===== config.mk =====
export PLATFORM = sky130hd
export DESIGN_NAME = fill_line_ctrl
export DESIGN_NICKNAME = d
export VERILOG_FILES = /design/src/rtl/fill_line_ctrl.sv
export SDC_FILE = /design/constraint.sdc
export NUM_CORES = 1
export LEC_CHECK = 0
export BUFFER_PORTS_ARGS = -buffer_cell sky130_fd_sc_hd__buf_2
export CORE_MARGIN = 5
export CORE_UTILIZATION = 41
export CTS_CLUSTER_SIZE = 12
export DETAILED_ROUTE_END_ITERATION = 10
export SLEW_MARGIN = 40
export SYNTH_ARGS = -nofsm -noshare
export SYNTH_HDL_FRONTEND = slang
export SYNTH_SLANG_ARGS = --single-unit

===== constraint.sdc =====
create_clock -name clk_1khz -period 3.1 [get_ports clk_1khz]
set_clock_uncertainty 0.2 [all_clocks]
set_input_delay 0.465 -clock clk_1khz [delete_from_list [all_inputs] [get_ports clk_1khz]]
set_output_delay 0.465 -clock clk_1khz [all_outputs]
set_load 0.03 [all_outputs]

===== src/rtl/fill_line_ctrl.sv =====
// fill_line_ctrl: pill/bottle filling sequencer with a timed bottle-switch
// window, hopper starvation, conveyor stall and estop handling, and a bounded
// operator retry budget that ends in a latched FATAL state.
module fill_line_ctrl #(
  parameter int unsigned PILL_W     = 10,
  parameter int unsigned BOTL_W     = 7,
  parameter int unsigned TICK_DIV   = 1000,
  parameter int unsigned SWITCH_SEC = 2,
  parameter int unsigned HOPPER_SEC = 3,
  parameter int unsigned MAX_RETRY  = 3,
  localparam int unsigned RETRY_W   = (MAX_RETRY > 0) ? $clog2(MAX_RETRY + 1) : 1
) (
  input  logic               clk_1khz,
  input  logic               rst_n,
  input  logic               load,
  input  logic [PILL_W-1:0]  tgt_pills_in,
  input  logic [BOTL_W-1:0]  tgt_bottles_in,
  input  logic               start,
  input  logic               clr,
  input  logic               resume,
  input  logic               estop,
  input  logic               pill_in,
  input  logic               conveyor_ok,
  output logic [2:0]         state,
  output logic [PILL_W-1:0]  now_pills,
  output logic [BOTL_W-1:0]  now_bottles,
  output logic [PILL_W-1:0]  tgt_pills,
  output logic [BOTL_W-1:0]  tgt_bottles,
  output logic [1:0]         err_code,
  output logic [RETRY_W-1:0] retry_cnt,
  output logic [1:0]         beep_mode
);

  // Encoding shared with the display layer.
  typedef enum logic [2:0] {
    S_SETTING   = 3'd0,
    S_RUNNING   = 3'd1,
    S_SWITCHING = 3'd2,
    S_DONE      = 3'd3,
    S_ERROR     = 3'd4,
    S_FATAL     = 3'd5
  } state_t;

  localparam int unsigned HOP_CYC = HOPPER_SEC * TICK_DIV;
  localparam int unsigned SW_CYC  = SWITCH_SEC * TICK_DIV;
  localparam int unsigned MAX_CYC = (HOP_CYC > SW_CYC) ? HOP_CYC : SW_CYC;
  localparam int unsigned TMR_W   = (MAX_CYC > 1) ? $clog2(MAX_CYC) : 1;

  localparam logic [TMR_W-1:0]   HOP_LOAD  = TMR_W'(HOP_CYC - 1);
  localparam logic [TMR_W-1:0]   SW_LOAD   = TMR_W'(SW_CYC - 1);
  localparam logic [RETRY_W-1:0] RETRY_MAX = RETRY_W'(MAX_RETRY);

  state_t             state_q, state_d;
  state_t             ret_q, ret_d;
  state_t             err_state;
  logic [TMR_W-1:0]   tmr_q, tmr_d;
  logic               pill_q;
  logic               pill_edge;
  logic [PILL_W-1:0]  pills_d, tp_d;
  logic [BOTL_W-1:0]  bottles_d, tb_d, bottles_inc;
  logic [1:0]         err_d, beep_d;
  logic [RETRY_W-1:0] retry_d;

  assign state     = state_q;
  assign pill_edge = pill_in & ~pill_q;

  // Next-state and datapath updates; priority clr > estop > completion > pill > timer.
  always_comb begin
    state_d   = state_q;
    ret_d     = ret_q;
    tmr_d     = tmr_q;
    pills_d   = now_pills;
    bottles_d = now_bottles;
    tp_d      = tgt_pills;
    tb_d      = tgt_bottles;
    err_d     = err_code;
    retry_d   = retry_cnt;
    // An exhausted retry budget turns any new error straight into FATAL.
    err_state   = (retry_cnt == RETRY_MAX) ? S_FATAL : S_ERROR;
    bottles_inc = (now_bottles == '1) ? now_bottles : now_bottles + BOTL_W'(1);

    if (clr) begin
      state_d   = S_SETTING;
      pills_d   = '0;
      bottles_d = '0;
      err_d     = '0;
      retry_d   = '0;
    end else if (estop && (state_q == S_RUNNING || state_q == S_SWITCHING ||
                           state_q == S_DONE)) begin
      state_d = err_state;
      err_d   = 2'd3;
      ret_d   = (state_q == S_SWITCHING) ? S_SWITCHING : S_RUNNING;
    end else begin
      case (state_q)
        S_SETTING: begin
          if (load) begin
            tp_d = tgt_pills_in;
            tb_d = tgt_bottles_in;
          end
          if (start && tgt_pills != '0 && tgt_bottles != '0) begin
            state_d   = S_RUNNING;
            pills_d   = '0;
            bottles_d = '0;
            tmr_d     = HOP_LOAD;
          end
        end
        S_RUNNING: begin
          if (now_pills == tgt_pills) begin
            bottles_d = bottles_inc;
            if (bottles_inc == tgt_bottles) begin
              state_d = S_DONE;
            end else begin
              state_d = S_SWITCHING;
              pills_d = '0;
              tmr_d   = SW_LOAD;
            end
          end else if (pill_edge) begin
            pills_d = now_pills + PILL_W'(1);
            tmr_d   = HOP_LOAD;
          end else if (tmr_q == '0) begin
            state_d = err_state;
            err_d   = 2'd1;
            ret_d   = S_RUNNING;
          end else begin
            tmr_d = tmr_q - TMR_W'(1);
          end
        end
        S_SWITCHING: begin
          if (tmr_q == '0) begin
            if (conveyor_ok) begin
              state_d = S_RUNNING;
              tmr_d   = HOP_LOAD;
            end else begin
              state_d = err_state;
              err_d   = 2'd2;
              ret_d   = S_SWITCHING;
            end
          end else begin
            tmr_d = tmr_q - TMR_W'(1);
          end
        end
        S_DONE: begin
          if (start) begin
            state_d   = S_RUNNING;
            pills_d   = '0;
            bottles_d = '0;
            tmr_d     = HOP_LOAD;
          end
        end
        S_ERROR: begin
          if (resume && !estop) begin
            retry_d = retry_cnt + RETRY_W'(1);
            err_d   = '0;
            state_d = ret_q;
            tmr_d   = (ret_q == S_SWITCHING) ? SW_LOAD : HOP_LOAD;
          end
        end
        S_FATAL: begin
        end
        default: state_d = S_SETTING;
      endcase
    end

    case (state_q)
      S_DONE:  beep_d = 2'd1;
      S_ERROR: beep_d = 2'd2;
      S_FATAL: beep_d = 2'd3;
      default: beep_d = 2'd0;
    endcase
  end

  // State, counters, targets and beeper register.
  always_ff @(posedge clk_1khz or negedge rst_n) begin
    if (!rst_n) begin
      state_q     <= S_SETTING;
      ret_q       <= S_RUNNING;
      tmr_q       <= '0;
      pill_q      <= 1'b0;
      now_pills   <= '0;
      now_bottles <= '0;
      tgt_pills   <= '0;
      tgt_bottles <= '0;
      err_code    <= '0;
      retry_cnt   <= '0;
      beep_mode   <= '0;
    end else begin
      state_q     <= state_d;
      ret_q       <= ret_d;
      tmr_q       <= tmr_d;
      pill_q      <= pill_in;
      now_pills   <= pills_d;
      now_bottles <= bottles_d;
      tgt_pills   <= tp_d;
      tgt_bottles <= tb_d;
      err_code    <= err_d;
      retry_cnt   <= retry_d;
      beep_mode   <= beep_d;
    end
  end

endmodule


==> out/qor.txt, run 1 <==
post-route ant nets: 0
Netlist Area Pre-Place: 0.00359 mm2
max cap viols: 0
Slew HR: 54.8%
final worst setup slack: 0.245 ns
Nets: 506
Period minus WS final: 2.85 ns
Post-CTS Hold Fix Bufs: 1
share of layout cells above drive strength 1: 28.8%
DP Cell Count: 571
CP Max Fanout: 11
FF-to-FF End: tmr_q[2]
Core Rows: 34
post-CTS setup buffer count: 0
Sink Count: 58
Clock Power Share: 16.9%
Comb power frac: 47.6%
Worst-Skew Late Latency: 0.34 ns
antenna violations before repair: 0
reg-to-reg slack, setup: 0.25 ns
Internal: 1.85 mW
Max IR drop VDD: 0.608 mV
H-Tree Depth: 3
die extent in y: 104 um
worst hold-check path type: in2reg
unrepaired setup endpoints after global routing: false
Placer Congestion: 0.884
leakage: 1.90 nW
Post-synth ARST share: 100%
Least-Margin Pin Slew: 0.671 ns
Hold EP: pill_q
R2R Path Start: now_bottles[0]
pwr/cell area: 792 mW/mm2
Initial DRC Count: 197
period utilisation layout: 92.1%
Tot Pwr: 3.41 mW
GRT Util Overall: 18.3%
via count: 3,355
status: completed
post-DP HPWL: 7410 um
largest net degree at the start of global routing: 26
CTS tree: yes
total global routing overflow: 0
die area: 0.0107 mm2
Root Driver: clkbuf_8
clock-pin slew on the worst setup and hold paths: 0.06 ns
synth warn: 0
Gate Count Post-Synth: 391
Final setup viols: 0
WL final: 9780 um
syn avg cell area: 9.19 um2
detailed-route DRC error count: 0
setup_tns: 0 ns
CP startpoint kind: register
FF+latch count, synth: 58
worst hold stages: 1
post-synthesis sequential area ratio: 40.4%
Place WS: 0.245 ns
Switch Pwr: 1.56 mW
Area Overhead vs Synth: 19.9%
ANT cells: 0
First-pass DRT Iterations: 6
Max Freq: 0.350 GHz
share of power burned in registers: 35.6%
Cell variety after synth: 61
buffers added on ports: 68
most frequent cells in the layout: buf_2 (68), dfrtp_1 (57), nand2_1 (43), o21ai_0 (27), a21oi_1 (25)
hold path startpoint: pill_in
Synth top area share: 39.7%
main area contributors after synthesis: dfrtp_1 (40%), mux2_2 (6.9%), nand2_1 (4.5%)
Avg WL per Cell: 16.7 um
worst r2r path cells: 8
Die X: 104 um
Critical Path RT: 3.13 ns
ys flop type: dfrtp_1
CP Class: reg2reg
post-route insts no fill: 587
worst path arrival time: 2.88 ns
largest area contributor in the netlist: dfrtp_1
vias per cell: 5.72
Mapped Nets: 422
commonest non-fill, non-tap cell in the layout: buf_2
Starting Density: 41.6%
final hold vios: 0
CTS Buffer Depth: 2
Ports: 69
Finished Cell Area: 0.00431 mm2
switch share: 45.7%
post-CTS sizing: 0
core area: 0.00864 mm2
CTS Buf Count: 9
EDFF count, synth: 0
Post-DP Area: 0.00415 mm2
Max Slew Vio Count: 0
vias in the first global route: 3,256
first-pass GRT wire length: 16,300 um
Crit. End Element: register
==> area by class of cell <==
type | instances | area, um2
Fill cell | 828 | 4330
Multi-Input combinational cell | 309 | 2050
Sequential cell | 58 | 1450
Timing Repair Buffer | 86 | 478
Tap cell | 108 | 135
Clock buffer | 11 | 131
Inverter | 11 | 41.3
Clock inverter | 4 | 20.0
==> cells by family (layout without fill, tap and decap cells) <==
kind of cell             Yosys count  after routing  share of synthesized area, %
flip-flops                        58             58                          40.4
buffers and inverters             24            112                          2.82
multiplexers                      25             25                          7.77
adder cells (fa/ha/maj)            5              5                          1.74
XOR/XNOR                          20             20                          4.88
AO/OA/AOI/OAI                    105            105                          19.6
AND/OR/NAND/NOR                  154            154                          22.7
==> layer usage <==
metal | GRT usage, % | vias up | routed length, um
met3 | 5.60 | 13 | 601
met4 | 6.09 | 0 | 168
li1 | - | 1627 | -
met5 | 0 | - | 0
met1 | 25.0 | 1604 | 4560
met2 | 27.7 | 111 | 4440
==> state kept, by name, indices dropped and copies added (netlist names) <==
register,flops
tgt_bottles,7
pill_q,1
err_code,2
tmr_q,12
tgt_pills,10
ret_q,2
now_bottles,7
now_pills,10
state,3
retry_cnt,2
beep_mode,2
==> cell usage after synthesis (4+ instances only) <==
library cell   n
nand2_1       43
nand3_1       10
nor2b_1        6
a21oi_1       25
and3_1         7
nor2_1        23
xnor2_1       17
buf_2          6
dfrtp_1       57
a21o_1         4
nand2b_1       5
mux2_2        22
nor3_1        18
nand4_1        8
clkbuf_1       6
nor4_1         8
ha_1           5
inv_1         11
o211ai_1       7
nor3_2         4
o21ai_1        4
o31ai_1        4
o21ai_0       27
==> power by group through the flow <==
stage / Sequential (mW) / Clock (mW) / Combinational (mW)
after floorplan: 1.47 / 0 / 0.865
after global placement: 1.22 / 0 / 1.60
after detailed placement: 1.23 / 0 / 1.62
after CTS: 1.21 / 0.598 / 1.63
after global routing: 1.25 / 0.629 / 1.76
final: 1.21 / 0.577 / 1.62
==> worst max-delay path: stages (launching register included) <==
cell	delay, ns
dfrtp_1	0.45
ha_1	0.28
and4_1	0.25
and3_1	0.25
and3_1	0.18
o211ai_1	0.38
nor3_2	0.10
or2_1	0.39
o22a_1	0.27
==> through the flow <==
| step | utilization, % | hold WS [ns] |
|---|---|---|
| 3_3_place_gp | 47.9 | 0.174 |
| 5_1_grt | 49.9 | 0.0309 |
| 2_1_floorplan | - | -0.0306 |
| 6_report | 49.9 | 0.0546 |
| 3_5_place_dp | 48.0 | 0.183 |
| 4_1_cts | 49.9 | 0.0360 |
==> how the worst max path moves through the flow <==
stage | start | end | slack, ns | cells after the start
final | now_bottles[0] | tmr_q[2] | 0.25 | 8
after detailed placement | now_bottles[0] | tmr_q[2] | 0.24 | 8
after floorplan | now_bottles[0] | tmr_q[11] | 0.48 | 9
after global routing | now_bottles[0] | now_pills[1] | 0.1 | 8
after global placement | now_bottles[0] | now_pills[1] | 0.07 | 8
after CTS | now_bottles[0] | tmr_q[2] | 0.24 | 8
No activity file was read; power rests on OpenSTA's default activity.
==> run 2, diff against run 1 <==
--- a/config.mk
+++ b/config.mk
@@ -11,4 +11,6 @@
 export CTS_CLUSTER_SIZE = 12
 export DETAILED_ROUTE_END_ITERATION = 10
+export PLACE_DENSITY = 0.61
+export SETUP_SLACK_MARGIN = 0.3
 export SLEW_MARGIN = 40
 export SYNTH_ARGS = -nofsm -noshare
==> constraint.sdc (replaced) <==
create_clock -name clk_1khz -period 3.1 [get_ports clk_1khz]
set_clock_uncertainty 0.2 [all_clocks]
set_input_delay 0.155 -clock clk_1khz [delete_from_list [all_inputs] [get_ports clk_1khz]]
set_output_delay 0.155 -clock clk_1khz [all_outputs]
set_load 0.03 [all_outputs]
==> out/qor.txt, run 2 (same netlist as run 1, synthesis figures left out) <==
R2R Path Start: now_bottles[0]
Worst-Skew Late Latency: 0.34 ns
Util after Layout: 54.7%
First-pass DRT Iterations: 5
Slew HR: 55.4%
Avg WL per Cell: 16.7 um
final hold slack: 0.0470 ns
worst hold-check path type: in2async
Max IR drop VDD: 0.479 mV
GR Layer Usage met2: 31.1%
max cap viols: 0
Final setup viols: 0
detailed-route DRC error count: 0
Core Rows: 34
CP startpoint kind: register
CP peak stage delay: 0.41 ns
Top delay family on crit path: simple AND/OR/NAND/NOR gates
CTS Buf Count: 9
buffers added on ports: 68
pwr/cell area: 809 mW/mm2
Critical Path RT: 3.13 ns
Area Overhead vs Synth: 31.5%
Bufs and invs on worst path: 1
met3 usage: 4.85%
ANT cells: 0
grt peak-use layer: met2
clock-pin slew on the worst setup and hold paths: 0.07 ns
GRT Util Overall: 19.3%
CP cell instances: ha_2 -> and4_2 -> and3_2 -> and3_1 -> o211ai_1 -> nor3_2 -> buf_6 -> nor2_1 -> mux2_2
met1 Use GR: 26.0%
Root Driver: clkbuf_8
most frequent cells in the layout: buf_2 (68), dfrtp_1 (56), nand2_1 (43), o21ai_0 (27), buf_4 (26)
CTS Buffer Depth: 2
leakage: 2.07 nW
vias in the first global route: 3,463
setup_tns: 0 ns
slowest CP cell: dfrtp_2
commonest non-fill, non-tap cell in the layout: buf_2
Initial DRC Count: 173
Max Freq: 0.369 GHz
Nets: 536
max reg flops: 12
share of layout cells above drive strength 1: 31.6%
final hold vios: 0
Die X: 104 um
via count: 3,490
post-DP HPWL: 7240 um
die extent in y: 104 um
Ports: 69
H-Tree Depth: 3
Placer Congestion: 0.873
vias per cell: 5.65
first-pass GRT wire length: 17,600 um
worst path arrival time: 2.74 ns
Max Slew Vio Count: 0
antenna violations before repair: 0
Crit. Startpoint: now_bottles[0]
period utilisation layout: 87.5%
Period minus WS final: 2.71 ns
worst r2r path cells: 9
Largest Register: tmr_q
CP Class: reg2reg
total global routing overflow: 0
Sink Count: 58
largest net degree at the start of global routing: 45
Stages on worst setup path: 9
Starting Density: 41.6%
status: completed
Crit. End Element: register
WL final: 10,400 um
Top Registers: tmr_q: 12 flops, now_pills: 10 flops, tgt_pills: 10 flops
CTS tree: yes
CP Max Fanout: 12
core area: 0.00864 mm2
post-route ant nets: 0
Least-Margin Pin Slew: 0.662 ns
unrepaired setup endpoints after global routing: true
die area: 0.0107 mm2
run 2: routing by layer:
metal / up-vias / wire length [um]
met3: 10 / 658
met1: 1666 / 4660
li1: 1679 / -
met4: 0 / 93
met2: 135 / 4930
met5: - / 0
run 2: cell type report:
cell class | instances | area [um2]
inverter | 11 | 41.3
clock buffer | 9 | 124
clock inverter | 7 | 118
timing repair buffer | 116 | 767
multi-input combinational | 309 | 2090
sequential | 58 | 1450
fill | 788 | 3910
tap | 108 | 135
run 2: final timing paths:
check | end | slack (ns)
worst max-delay path | tmr_q[9] | 0.39
worst min-delay path | tmr_q[7] | 0.05
worst max register to register | tmr_q[9] | 0.39
worst min register to register | err_code[1] | 0.30
max in group asynchronous | now_bottles[0] | 1.75
min in group clk_1khz | retry_cnt[0] | 0.06
run 2: power breakdown:
group	switching [mW]	internal (mW)
Combinational	1.06	0.700
Clock	0.332	0.532
Sequential	0.246	0.956
run 2: what timing repair did:
item,4_1_cts,5_1_grt
hold endpoints to repair,34,0
pin swaps,0,5
setup buffers,2,9
hold buffers,20,0
setup endpoints to repair,3,29
gates resized for setup,2,9
cloned,0,0
run 2: metrics by stage:
stage | area (um2) | std cells | worst slack, ns | power [mW]
4_1_cts | 4610 | 609 | 0.305 | 3.76
2_1_floorplan | 3590 | 391 | 0.478 | 2.34
3_5_place_dp | 4150 | 571 | 0.248 | 2.85
6_report | 4720 | 618 | 0.387 | 3.82
3_3_place_gp | 4140 | 571 | 0.0698 | 2.82
5_1_grt | 4720 | 618 | 0.283 | 4.04
